File: src/rtl/elm_pkg.sv
// ============================================================================
// elm_pkg : shared state encoding and default sizes for the ELM layer blocks
// Rev 1.0
// ============================================================================
`default_nettype none

package elm_pkg;

    localparam logic [1:0] ST_CAPTURE = 2'd0;
    localparam logic [1:0] ST_SHIFT   = 2'd1;
    localparam logic [1:0] ST_REPORT  = 2'd2;

    localparam int DEFAULT_WIDTH       = 16;
    localparam int DEFAULT_NUM_NEURONS = 30;

endpackage

`default_nettype wire

File: src/rtl/argmax_tracker.sv
// ============================================================================
// argmax_tracker : running unsigned argmax with strict-greater replacement
// Rev 1.0
// ============================================================================
`default_nettype none

module argmax_tracker
    import elm_pkg::*;
#(
    parameter int IDX_WIDTH = 5,
    parameter int VAL_WIDTH = DEFAULT_WIDTH
) (
    input  logic                 clk,
    input  logic                 rst,
    input  logic                 clear,
    input  logic                 valid,
    input  logic [IDX_WIDTH-1:0] idx,
    input  logic [VAL_WIDTH-1:0] value,
    output logic [IDX_WIDTH-1:0] max_idx,
    output logic [VAL_WIDTH-1:0] max_val
);

    logic [IDX_WIDTH-1:0] w_base_idx;
    logic [VAL_WIDTH-1:0] w_base_val;

    // clear and valid together compare the first sample against {0, 0}
    always_comb begin
        w_base_idx = clear ? '0 : max_idx;
        w_base_val = clear ? '0 : max_val;
    end

    always_ff @(posedge clk) begin
        if (rst) begin
            max_idx <= '0;
            max_val <= '0;
        end else if (valid && (value > w_base_val)) begin
            max_idx <= idx;
            max_val <= value;
        end else begin
            max_idx <= w_base_idx;
            max_val <= w_base_val;
        end
    end

endmodule

`default_nettype wire

File: src/rtl/layer_output_serializer.sv
// ============================================================================
// layer_output_serializer : gathers one layer's neuron outputs and replays
// them as a word-per-cycle stream while tracking the layer argmax
// Rev 1.0
// ============================================================================
`default_nettype none

module layer_output_serializer
    import elm_pkg::*;
#(
    parameter int  NUM_NEURONS = DEFAULT_NUM_NEURONS,
    parameter int  IN_WIDTH    = DEFAULT_WIDTH,
    parameter int  OUT_WIDTH   = DEFAULT_WIDTH,
    localparam int IDX_WIDTH   = (NUM_NEURONS > 1) ? $clog2(NUM_NEURONS) : 1
) (
    input  logic                            clk,
    input  logic                            rst,
    input  logic [NUM_NEURONS*IN_WIDTH-1:0] neuron_out,
    input  logic [NUM_NEURONS-1:0]          neuron_valid,
    output logic [OUT_WIDTH-1:0]            out_data,
    output logic                            out_valid,
    output logic [IDX_WIDTH-1:0]            max_idx,
    output logic [IN_WIDTH-1:0]             max_val,
    output logic                            max_valid,
    output logic                            busy,
    output logic                            overrun
);

    localparam int                   CNT_WIDTH = $clog2(NUM_NEURONS + 1);
    localparam logic [CNT_WIDTH-1:0] CNT_LAST  = CNT_WIDTH'(NUM_NEURONS);
    localparam logic [CNT_WIDTH-1:0] CNT_ONE   = CNT_WIDTH'(1);

    logic [1:0]             r_state;
    logic [NUM_NEURONS-1:0] r_flags;
    logic [IN_WIDTH-1:0]    r_buf [NUM_NEURONS];
    logic [CNT_WIDTH-1:0]   r_idx;

    logic [NUM_NEURONS-1:0] w_cap;
    logic                   w_all;
    logic                   w_dup;
    logic [IDX_WIDTH-1:0]   w_rd_idx;
    logic [IN_WIDTH-1:0]    w_word;
    logic [OUT_WIDTH-1:0]   w_word_ext;
    logic                   w_trk_clear;
    logic                   w_trk_valid;
    logic [IDX_WIDTH-1:0]   w_trk_idx;
    logic [IDX_WIDTH-1:0]   w_trk_max_idx;
    logic [IN_WIDTH-1:0]    w_trk_max_val;

    // r_idx holds the index of the next word to emit; word 0 leaves on the
    // completing capture edge, bypassing the buffer if it arrives that cycle
    always_comb begin
        w_cap      = neuron_valid & ~r_flags;
        w_all      = &(r_flags | w_cap);
        w_dup      = |(neuron_valid & r_flags);
        w_rd_idx   = r_idx[IDX_WIDTH-1:0];
        w_word     = r_buf[w_rd_idx];
        if (r_state == ST_CAPTURE) begin
            w_word = w_cap[0] ? neuron_out[IN_WIDTH-1:0] : r_buf[0];
        end
        w_word_ext = '0;
        w_word_ext[IN_WIDTH-1:0] = w_word;
        w_trk_clear = (r_state == ST_CAPTURE) && w_all;
        w_trk_valid = w_trk_clear || ((r_state == ST_SHIFT) && (r_idx != CNT_LAST));
        w_trk_idx   = (r_state == ST_CAPTURE) ? '0 : w_rd_idx;
    end

    generate
        for (genvar k = 0; k < NUM_NEURONS; k++) begin : g_buf
            always_ff @(posedge clk) begin
                if (!rst && (r_state == ST_CAPTURE) && w_cap[k]) begin
                    r_buf[k] <= neuron_out[k*IN_WIDTH +: IN_WIDTH];
                end
            end
        end
    endgenerate

    argmax_tracker #(
        .IDX_WIDTH (IDX_WIDTH),
        .VAL_WIDTH (IN_WIDTH)
    ) u_argmax (
        .clk     (clk),
        .rst     (rst),
        .clear   (w_trk_clear),
        .valid   (w_trk_valid),
        .idx     (w_trk_idx),
        .value   (w_word),
        .max_idx (w_trk_max_idx),
        .max_val (w_trk_max_val)
    );

    always_ff @(posedge clk) begin
        if (rst) begin
            r_state   <= ST_CAPTURE;
            r_flags   <= '0;
            r_idx     <= '0;
            out_data  <= '0;
            out_valid <= 1'b0;
            max_idx   <= '0;
            max_val   <= '0;
            max_valid <= 1'b0;
            busy      <= 1'b0;
            overrun   <= 1'b0;
        end else begin
            max_valid <= 1'b0;
            case (r_state)
                ST_CAPTURE: begin
                    if (w_dup) begin
                        overrun <= 1'b1;
                    end
                    if (w_all) begin
                        r_flags   <= '0;
                        r_state   <= ST_SHIFT;
                        r_idx     <= CNT_ONE;
                        out_data  <= w_word_ext;
                        out_valid <= 1'b1;
                        busy      <= 1'b1;
                    end else begin
                        r_flags <= r_flags | w_cap;
                    end
                end
                ST_SHIFT: begin
                    if (|neuron_valid) begin
                        overrun <= 1'b1;
                    end
                    if (r_idx == CNT_LAST) begin
                        out_valid <= 1'b0;
                        max_valid <= 1'b1;
                        max_idx   <= w_trk_max_idx;
                        max_val   <= w_trk_max_val;
                        r_state   <= ST_REPORT;
                    end else begin
                        out_data <= w_word_ext;
                        r_idx    <= r_idx + CNT_ONE;
                    end
                end
                ST_REPORT: begin
                    if (|neuron_valid) begin
                        overrun <= 1'b1;
                    end
                    busy    <= 1'b0;
                    r_state <= ST_CAPTURE;
                end
                default: begin
                    r_state <= ST_CAPTURE;
                end
            endcase
        end
    end

endmodule

`default_nettype wire

File: config.mk
export PLATFORM = sky130hd
export DESIGN_NAME = layer_output_serializer
export DESIGN_NICKNAME = d
export VERILOG_FILES = /design/src/rtl/elm_pkg.sv /design/src/rtl/argmax_tracker.sv /design/src/rtl/layer_output_serializer.sv
export SDC_FILE = /design/constraint.sdc
export NUM_CORES = 1
export LEC_CHECK = 0
export ABC_CLOCK_PERIOD_IN_PS = 10500
export CORE_ASPECT_RATIO = 0.8
export CORE_MARGIN = 4
export CORE_UTILIZATION = 54
export DETAILED_ROUTE_END_ITERATION = 10
export GPL_ROUTABILITY_DRIVEN = 0
export HOLD_SLACK_MARGIN = 0.1
export PLACE_DENSITY = 0.84
export RECOVER_POWER = 25
export REMOVE_ABC_BUFFERS = 1
export SKIP_CTS_REPAIR_TIMING = 1
export SYNTH_ARGS = -nofsm -noshare
export SYNTH_HDL_FRONTEND = slang
export SYNTH_SLANG_ARGS = --single-unit
File: constraint.sdc
create_clock -name clk -period 10.5 [get_ports clk]
set_input_delay 1.575 -clock clk [delete_from_list [all_inputs] [get_ports clk]]
set_output_delay 1.575 -clock clk [all_outputs]
set_load 0.01 [all_outputs]
# Yosys cells after proc, flatten, opt, wreduce, memory -nomap -nowiden

Memory sizes are Yosys's and may differ from the RTL's. A register that Yosys moved wholly into a read port is not among the register bits.
Cells that the tools add are included.

Add/sub/neg operators: 1
Multipliers: 0
Div/mod/pow operators: 0
$lt $le $gt $ge: 1
Eq/ne operators: 9
Shifts and indexed selects: 0
Mux-type cells: 87
Bitwise gates (word level): 5
Reduce and logical (&&, ||, !) cells: 52

Operators by type and width:

| cell                                                                    | count |
|---|---|
| 16-bit two-way mux                                                      | 6 |
| 1-bit two-way mux                                                       | 65 |
| 30-bit AND                                                              | 2 |
| 30-bit OR reduction                                                     | 2 |
| 5-bit two-way mux                                                       | 7 |
| 1-bit logical AND                                                       | 34 |
| 16-bit one-hot mux with 2 select lines                                  | 1 |
| 30-bit two-way mux                                                      | 1 |
| 30-bit NOT                                                              | 1 |
| 30-bit OR                                                               | 1 |
| 30-bit AND reduction                                                    | 1 |
| 16-bit greater-than comparator                                          | 1 |
| 5-bit one-hot mux with 2 select lines                                   | 1 |
| 3-bit AND reduction                                                     | 3 |
| 2-bit nonzero test                                                      | 4 |
| 2-bit inequality test, second input constant                            | 3 |
| 1-bit one-hot mux with 2 select lines                                   | 3 |
| 2-bit AND reduction                                                     | 3 |
| 5-bit by 1-bit adder with 5-bit output, second input constant           | 1 |
| 5-bit == test, second input constant                                    | 1 |
| 5-bit inequality test, second input constant                            | 1 |
| 2-bit two-way mux                                                       | 2 |
| 2-bit by 1-bit inequality test with 1-bit output, second input constant | 2 |
| 2-bit one-hot mux with 2 select lines                                   | 1 |
| 7 further kinds                                                         | 8 |

Bits in registers: 99
Latch bits: 0
Memory bits (writable): 480
Memory bits (read-only): 0
Logic and storage cells: 168
Memories: 1

Memories:

| memory | depth | bits a word | read ports | clocked after Yosys merged registers in | wr ports | RTL line                      | source |
|---|---|---|---|---|---|---|---|
| r_buf  | 30    | 16          | 2          | 1                                       | 30       | layer_output_serializer.sv:35 | `logic [IN_WIDTH-1:0] r_buf [NUM_NEURONS];` |

# Longest topological paths before layout

Gate-level depths: netlist of the first run.

Word-level depth: 9
Depth in mapped cells: 18
Depth with buffers taken out: 15

# Modules after synthesis

From an unflattened synthesis of the first run, not the netlist that was laid out.

Cells, all modules: 1554
Area, all modules: 23800.3 µm²

Modules (own cells, without submodules):

| module                  | times used | cells each | area an instance (µm²) |
|---|---|---|---|
| layer_output_serializer | 1          | 1418       | 22460.3 |
| argmax_tracker          | 1          | 136        | 1340.0 |

# Worst setup path after synthesis of the first run

Ideal clock, no wire load.

Path kind: input port to flip-flop
Start point: in neuron_valid[6]
End point: reg u_argmax.max_idx[3]
Arrival time: 4345 ps
Slack: 6037 ps
Cell stages on the path: 15
Buffers on the path: 2
Cell sequence: o22ai_1 nor4_2 nand3_1 nor2_1 nand2_1 clkbuf_1 nand2_1 ha_1 a21o_1 nand3_1 a21oi_1 or4b_1 o211a_1 buf_2 a32o_1

Cells in the longest elaborated chain, start to end: 8

Ends and longest elaborated chain:

| item                                                    | RTL line                      | source |
|---|---|---|
| from (decl)                                             | layer_output_serializer.sv:19 | `input logic [NUM_NEURONS-1:0] neuron_valid,` |
| 30-bit AND *                                            | layer_output_serializer.sv:53 | `w_cap = neuron_valid & ~r_flags;` |
| 30-bit OR *                                             | layer_output_serializer.sv:54 | `w_all = &(r_flags \| w_cap);` |
| 30-bit AND reduction *                                  | layer_output_serializer.sv:54 |  |
| 1-bit logical AND *                                     | layer_output_serializer.sv:63 | `w_trk_clear = (r_state == ST_CAPTURE) && w_all;` |
| 16-bit two-way mux                                      | argmax_tracker.sv:29          | `w_base_val = clear ? '0 : max_val;` |
| 16-bit greater-than comparator                          | argmax_tracker.sv:36          | `end else if (valid && (value > w_base_val)) begin` |
| 1-bit logical AND                                       | argmax_tracker.sv:36          |  |
| 5-bit two-way mux or 2-bit nonzero test (tied branches) | n/a                           |  |
| to (signal assigned)                                    | argmax_tracker.sv:37          | `max_idx <= idx;` |
| to (signal assigned)                                    | argmax_tracker.sv:40          | `max_idx <= w_base_idx;` |
| to (decl)                                               | argmax_tracker.sv:19          | `output logic [IDX_WIDTH-1:0] max_idx,` |

Every way passes the cells marked *; elsewhere a longest branch is shown, timed or not.
A chain may end at the register's enable or synchronous reset.

==> results of run 1 <==
[kinds of logic (layout without fill, tap and decap cells)]
group	after synthesis	in the layout	synth area share
flip-flops	584	584	0.708
AND/OR/NAND/NOR	319	319	0.0677
AO/OA/AOI/OAI	252	252	0.0732
multiplexers	156	156	0.119
buffers and inverters	94	724	0.0206
adder cells (fa/ha/maj)	22	22	0.0118
other	0	39	0
[Yosys cell counts (8+ instances only)]
master       n
a211oi_1     8
a21oi_1     82
a221oi_1    11
a22o_1      13
a22oi_1     31
buf_2       15
buf_4       10
clkbuf_1    38
dfxtp_1    104
edfxtp_1   480
ha_1        22
inv_1       19
mux2_2      24
mux2i_1     40
mux4_1       8
mux4_2      84
nand2_1    123
nand2b_1     8
nand3_1     30
nand4_1     12
nor2_1      57
nor2b_1     13
nor3_1      14
nor3b_1     29
o211a_1      8
o21ai_0     13
o22ai_1     36
o2bb2ai_1    8
[per-stage QoR]
stage          worst slack, ns   util  instances  power (mW)  hold WS, ns
2_1_floorplan             1.86      -       1354        2.77        0.425
3_3_place_gp              4.41  0.702       2507        3.05        0.445
3_5_place_dp              4.26  0.702       2507        3.07        0.449
4_1_cts                   4.68  0.743       2609        4.95        0.458
5_1_grt                   4.31  0.744       2632        5.07        0.476
6_report                  4.56  0.745       2648        4.92        0.458
[report_power, final]
| group | internal, mW | switching (mW) | total [mW] | leakage, nW |
|---|---|---|---|---|
| clock network | 1.05 | 0.862 | 1.92 | 0.833 |
| logic | 0.207 | 0.161 | 0.368 | 4.44 |
| registers | 2.60 | 0.0354 | 2.64 | 5.29 |
| total | 3.86 | 1.06 | 4.92 | 10.6 |
[cell type report]
class | count | area, um^2 | share of cell area
antenna | 39 | 97.6 | 0.00310
timing repair buffer | 601 | 5910 | 0.188
multi-input combinational | 749 | 6480 | 0.206
tap | 552 | 691 | 0.0219
inverter | 21 | 78.8 | 0.00250
sequential | 584 | 16500 | 0.524
clock buffer | 75 | 1500 | 0.0477
clock inverter | 27 | 206 | 0.00656
[tightest hold or removal path, delay by kind of cell, from the launching register on]
kind / cells / cell delay [ns]
AOI/OAI and AO/OA: 1 / 0.05
and+or+nand+nor: 1 / 0.05
DFF: 1 / 0.31
[registers in the layout, summed over array words and instances (netlist names), named ones only]
signal / count
busy: 1
r_buf: 480
out_data: 16
u_argmax.max_idx: 5
u_argmax.max_val: 16
max_val: 16
r_flags: 30
overrun: 1
max_idx: 5
max_valid: 1
r_idx: 5
r_state: 2
out_valid: 1
[worst min-delay path by stage]
stage	startpoint	endpoint	slack, ns	cells after the start
floorplan	u_argmax.max_idx[0]	max_idx[0]	0.43	2
global placement	max_val[8]	max_val[8]	0.45	2
detailed placement	max_val[1]	max_val[1]	0.45	2
CTS	max_val[6]	max_val[6]	0.46	2
global route	max_idx[3]	max_idx[3]	0.48	2
finish	max_val[6]	max_val[6]	0.46	2
[metal layers]
metal | vias to the layer above | part of all wire | global-route usage
li1 | 6908 | - | -
met1 | 8295 | 0.37 | 0.460
met2 | 1347 | 0.46 | 0.526
met5 | - | 0.0022 | 0
met4 | 26 | 0.046 | 0.135
met3 | 231 | 0.12 | 0.0983
==> results_dict.tcl, run 1 <==
set metrics [dict create \
    status "completed" \
    p_per_area_nw_per_um2 156 \
    tns_ns 0 \
    postPlaceCellArea_um2 29700 \
    max_freq_mhz 168 \
    rrSetupSlack_ns 4.56 \
    rsz0062_at_grt "false" \
    final_antenna_net_count 0 \
    critPathTopFamily "compound AO/OA/AOI/OAI gates" \
    tightest_slew_ns 1.45 \
    dp_hpwl_mm 59.4 \
    synth-edff-count 480 \
    wire_per_inst_um 30.7 \
    layout_commonest_cell "edfxtp_1" \
    io_buffer_count 552 \
    grt_pass1_vias 17100 \
    syn_inst 1427 \
    worstSetupEndpoint "u_argmax.max_val[12]" \
    max_slew_margin 0.0327 \
    ys_ff_latch 584 \
    final_cell_mix "480 x edfxtp_1, 276 x clkdlybuf4s50_1, 276 x dlygate4sd3_1, 123 x nand2_1, 101 x dfxtp_1" \
    worst-path-max-fanout 64 \
    clkTransAtPathRegs_ns 0.07 \
    critPathKind "flop to flop" \
    cp.depth 15 \
    clkLatencyLatePin_ns 0.60 \
    cts_made_buffers 55 \
    first_pass_iters 6 \
    crit_required_ns 11.01 \
    die_y_um 194 \
    cpMaxStageDelayCell "dfxtp_4" \
    start_kind "flop" \
    nFillCells 2528 \
    area_growth_syn_to_layout_pct 35.0 \
    grt_first_pass_wirelength_mm 115 \
    grt-ovfl-total 0 \
    vdd_drop_max_uv 137 \
    leakagePower_nw 10.6 \
    layout.nets 2546 \
    fin_crit_ns 5.94 \
    tritoncts "built" \
    die_area_um2 46600 \
    rr_worst_depth 15 \
    track_usage 0.340 \
    h-tree-depth 2 \
    drt_iter0_markers 2188 \
    ys_seq_area_frac 0.708 \
    antenna_found_initial 43 \
    path_buf_inv 3 \
    final_cell_area_um2 31500 \
    ys_top_cells_by_area "edfxtp_1 62%, dfxtp_1 8.9%, mux4_2 8.1%" \
    clock_skew_ns 0.0244 \
    synth_flop_cell "edfxtp_1" \
    hold_viol_final 0 \
    maxCapViolCount 0 \
    grt_max_degree 77 \
    synth_top_area_cell "edfxtp_1" \
    setup_viol 0 \
    async_flop_share 0 \
    r2r_end "u_argmax.max_val[12]" \
    die_w_um 240 \
    arrival_ns 6.45 \
    slew_violations 0 \
    syn_area_per_cell_um2 16.3 \
    vias 16800 \
    ys_types 64 \
    cts-root-buf "clkbuf_16" \
    boundaryPins 553 \
    initial_utilization 0.552 \
    slowest_delay_ns 0.97 \
    hold_class "flop to flop" \
    clockBufferDepth 3 \
    via_per_inst 6.35 \
    drc 0 \
    yosys.area.top_type_share 0.618 \
    core_area_um2 42300 \
    path_cells "buf_4, mux2_2, mux4_2, nor2_1, o21ai_0, nand3_1, inv_1, ha_1, a21o_1, nand3_1, a21oi_1, or4b_1, a21oi_1, buf_4, o2bb2ai_1" \
    clock_sinks 584 \
    drive_gt1_frac 0.139 \
    wirelength_mm 81.2 \
    period_share 0.566 \
    yosys_warnings 0 \
    rows 67 \
    netlist_area_um2 23300 \
    end_kind "flop" \
]
(Power assumes the default switching activity.)
==> inputs of run 2 (changes only) <==
--- a/config.mk
+++ b/config.mk
@@ -5,14 +5,14 @@
 export SDC_FILE = /design/constraint.sdc
 export NUM_CORES = 1
 export LEC_CHECK = 0
-export ABC_CLOCK_PERIOD_IN_PS = 10500
+export ABC_CLOCK_PERIOD_IN_PS = 5300
 export CORE_ASPECT_RATIO = 0.8
 export CORE_MARGIN = 4
-export CORE_UTILIZATION = 54
+export CORE_UTILIZATION = 45
 export DETAILED_ROUTE_END_ITERATION = 10
 export GPL_ROUTABILITY_DRIVEN = 0
 export HOLD_SLACK_MARGIN = 0.1
-export PLACE_DENSITY = 0.84
+export PLACE_DENSITY = 0.74
 export RECOVER_POWER = 25
 export REMOVE_ABC_BUFFERS = 1
 export SKIP_CTS_REPAIR_TIMING = 1
==> constraint.sdc (replaced) <==
create_clock -name clk -period 5.3 [get_ports clk]
set_input_delay 0.795 -clock clk [delete_from_list [all_inputs] [get_ports clk]]
set_output_delay 0.795 -clock clk [all_outputs]
set_load 0.01 [all_outputs]
==> results_dict.tcl, run 2 (same netlist as run 1, synthesis figures left out) <==
set metrics [dict create \
    status "completed" \
    grt-ovfl-total 0 \
    regMostFlops "r_buf" \
    end_kind "flop" \
    wirelength_mm 79.7 \
    final.setup.worst_slack_ns 0.807 \
    hold_end "max_val[2]" \
    initial_utilization 0.456 \
    grt_max_degree 49 \
    place_ws_ns 0.583 \
    layout_commonest_cell "edfxtp_1" \
    nFillCells 3710 \
    worst-path-max-fanout 48 \
    hold_class "flop to flop" \
    io_buffer_count 552 \
    tightest_slew_ns 1.23 \
    first_pass_iters 9 \
    largest_reg_flops 480 \
    final_antenna_net_count 0 \
    arrival_ns 5.00 \
    boundaryPins 553 \
    antenna_found_initial 28 \
    hold_start "max_val[2]" \
    vdd_drop_max_uv 239 \
    start_kind "flop" \
    layout.nets 2561 \
    rrSetupSlack_ns 0.81 \
    drc 0 \
    max_slew_margin 0.176 \
    die_w_um 262 \
    drive_gt1_frac 0.145 \
    die_area_um2 55500 \
    clock_skew_ns 0.0247 \
    grtUsageMet1 0.390 \
    area_growth_syn_to_layout_pct 37.1 \
    dp_hpwl_mm 60.0 \
    clkLatencyLatePin_ns 0.61 \
    clkTransAtPathRegs_ns 0.07 \
    via_per_inst 5.82 \
    cp_common_cell "a21oi_1" \
    vias 16200 \
    period_share 0.848 \
    grt_pass1_vias 16300 \
    rsz0062_at_grt "false" \
    h-tree-depth 2 \
    die_y_um 212 \
    track_usage 0.280 \
    leakagePower_nw 10.7 \
    wire_per_inst_um 28.6 \
    gr-max-usage-layer "met2" \
    hold_depth 2 \
    crit_required_ns 5.81 \
    clock_sinks 584 \
    tns_ns 0 \
    final_cell_mix "480 x edfxtp_1, 276 x clkdlybuf4s50_1, 276 x dlygate4sd3_1, 123 x nand2_1, 101 x dfxtp_1" \
    path_cells "buf_12, nand3b_1, o221ai_1, a21oi_1, nand2_1, nand3_1, inv_1, ha_1, nand4_1, or3_1, a21oi_1, or4b_1, o211a_1, a32o_1" \
    slowest_delay_ns 0.67 \
    p_per_area_nw_per_um2 318 \
    core_area_um2 51100 \
    path_buf_inv 2 \
    power_mw 10.2 \
    critPathKind "flop to flop" \
    tritoncts "built" \
    met3_usage 0.0689 \
    setup_viol 0 \
    met2_usage 0.442 \
    reg_top3 "r_buf (480), r_flags (30)" \
    cpMaxStageDelayCell "dfxtp_4" \
    grt_first_pass_wirelength_mm 114 \
    critPathTopFamily "simple AND/OR/NAND/NOR gates" \
    cts_made_buffers 57 \
    hold_viol_final 0 \
    cts-root-buf "clkbuf_16" \
    rr_worst_depth 14 \
    drt_iter0_markers 1929 \
    fin_crit_ns 4.49 \
    cp.depth 14 \
    rows 74 \
    max_freq_mhz 223 \
    r2r_end "u_argmax.max_idx[0]" \
    maxCapViolCount 0 \
    clockBufferDepth 3 \
    slew_violations 0 \
]
run 2: how the worst max path moves through the flow:
| stage | start | slack, ns | end |
|---|---|---|---|
| 2_1_floorplan | flop | -3.34 | u_argmax.max_val[10] |
| 3_3_place_gp | neuron_valid[13] | 0.74 | u_argmax.max_idx[0] |
| 3_5_place_dp | neuron_valid[3] | 0.58 | u_argmax.max_idx[0] |
| 4_1_cts | flop | 0.85 | u_argmax.max_idx[0] |
| 5_1_grt | flop | 0.57 | u_argmax.max_idx[0] |
| 6_report | flop | 0.81 | u_argmax.max_idx[0] |
run 2: per-stage QoR:
step / instances / cell area [um^2] / hold WS, ns / utilization
after global routing: 2775 / 31900 / 0.474 / 0.625
after floorplan: 1354 / 22900 / 0.425 / -
after global placement: 2652 / 30000 / 0.443 / 0.587
final: 2785 / 32000 / 0.458 / 0.625
after CTS: 2759 / 31900 / 0.459 / 0.624
after detailed placement: 2652 / 30000 / 0.450 / 0.587
run 2: tightest hold or removal path, delay by kind of cell (launching register included):
kind / cells / cell delay, ns
flops: 1 / 0.31
compound gates: 1 / 0.05
simple gates: 1 / 0.05
run 2: power breakdown:
part / switching (mW) / internal, mW
Sequential: 0.0659 / 5.15
Combinational: 0.318 / 0.411
Clock: 1.78 / 2.42
run 2: final cells by class:
class                           count  area, um^2  share of cell area
Clock inverter                     41         418              0.0131
Multi-Input combinational cell    749        6480               0.203
Clock buffer                       66        1500              0.0470
Timing Repair Buffer              614        6050               0.189
Inverter                           21        78.8             0.00247
Antenna cell                       26        65.1             0.00204
Sequential cell                   584       16500               0.516
Tap cell                          684         856              0.0268
run 2: routing by layer:
metal | wire length, um | up-vias
met2 | 36800 | 981
met5 | 142 | -
met1 | 32400 | 8123
met4 | 2630 | 20
met3 | 7770 | 159
li1 | - | 6930
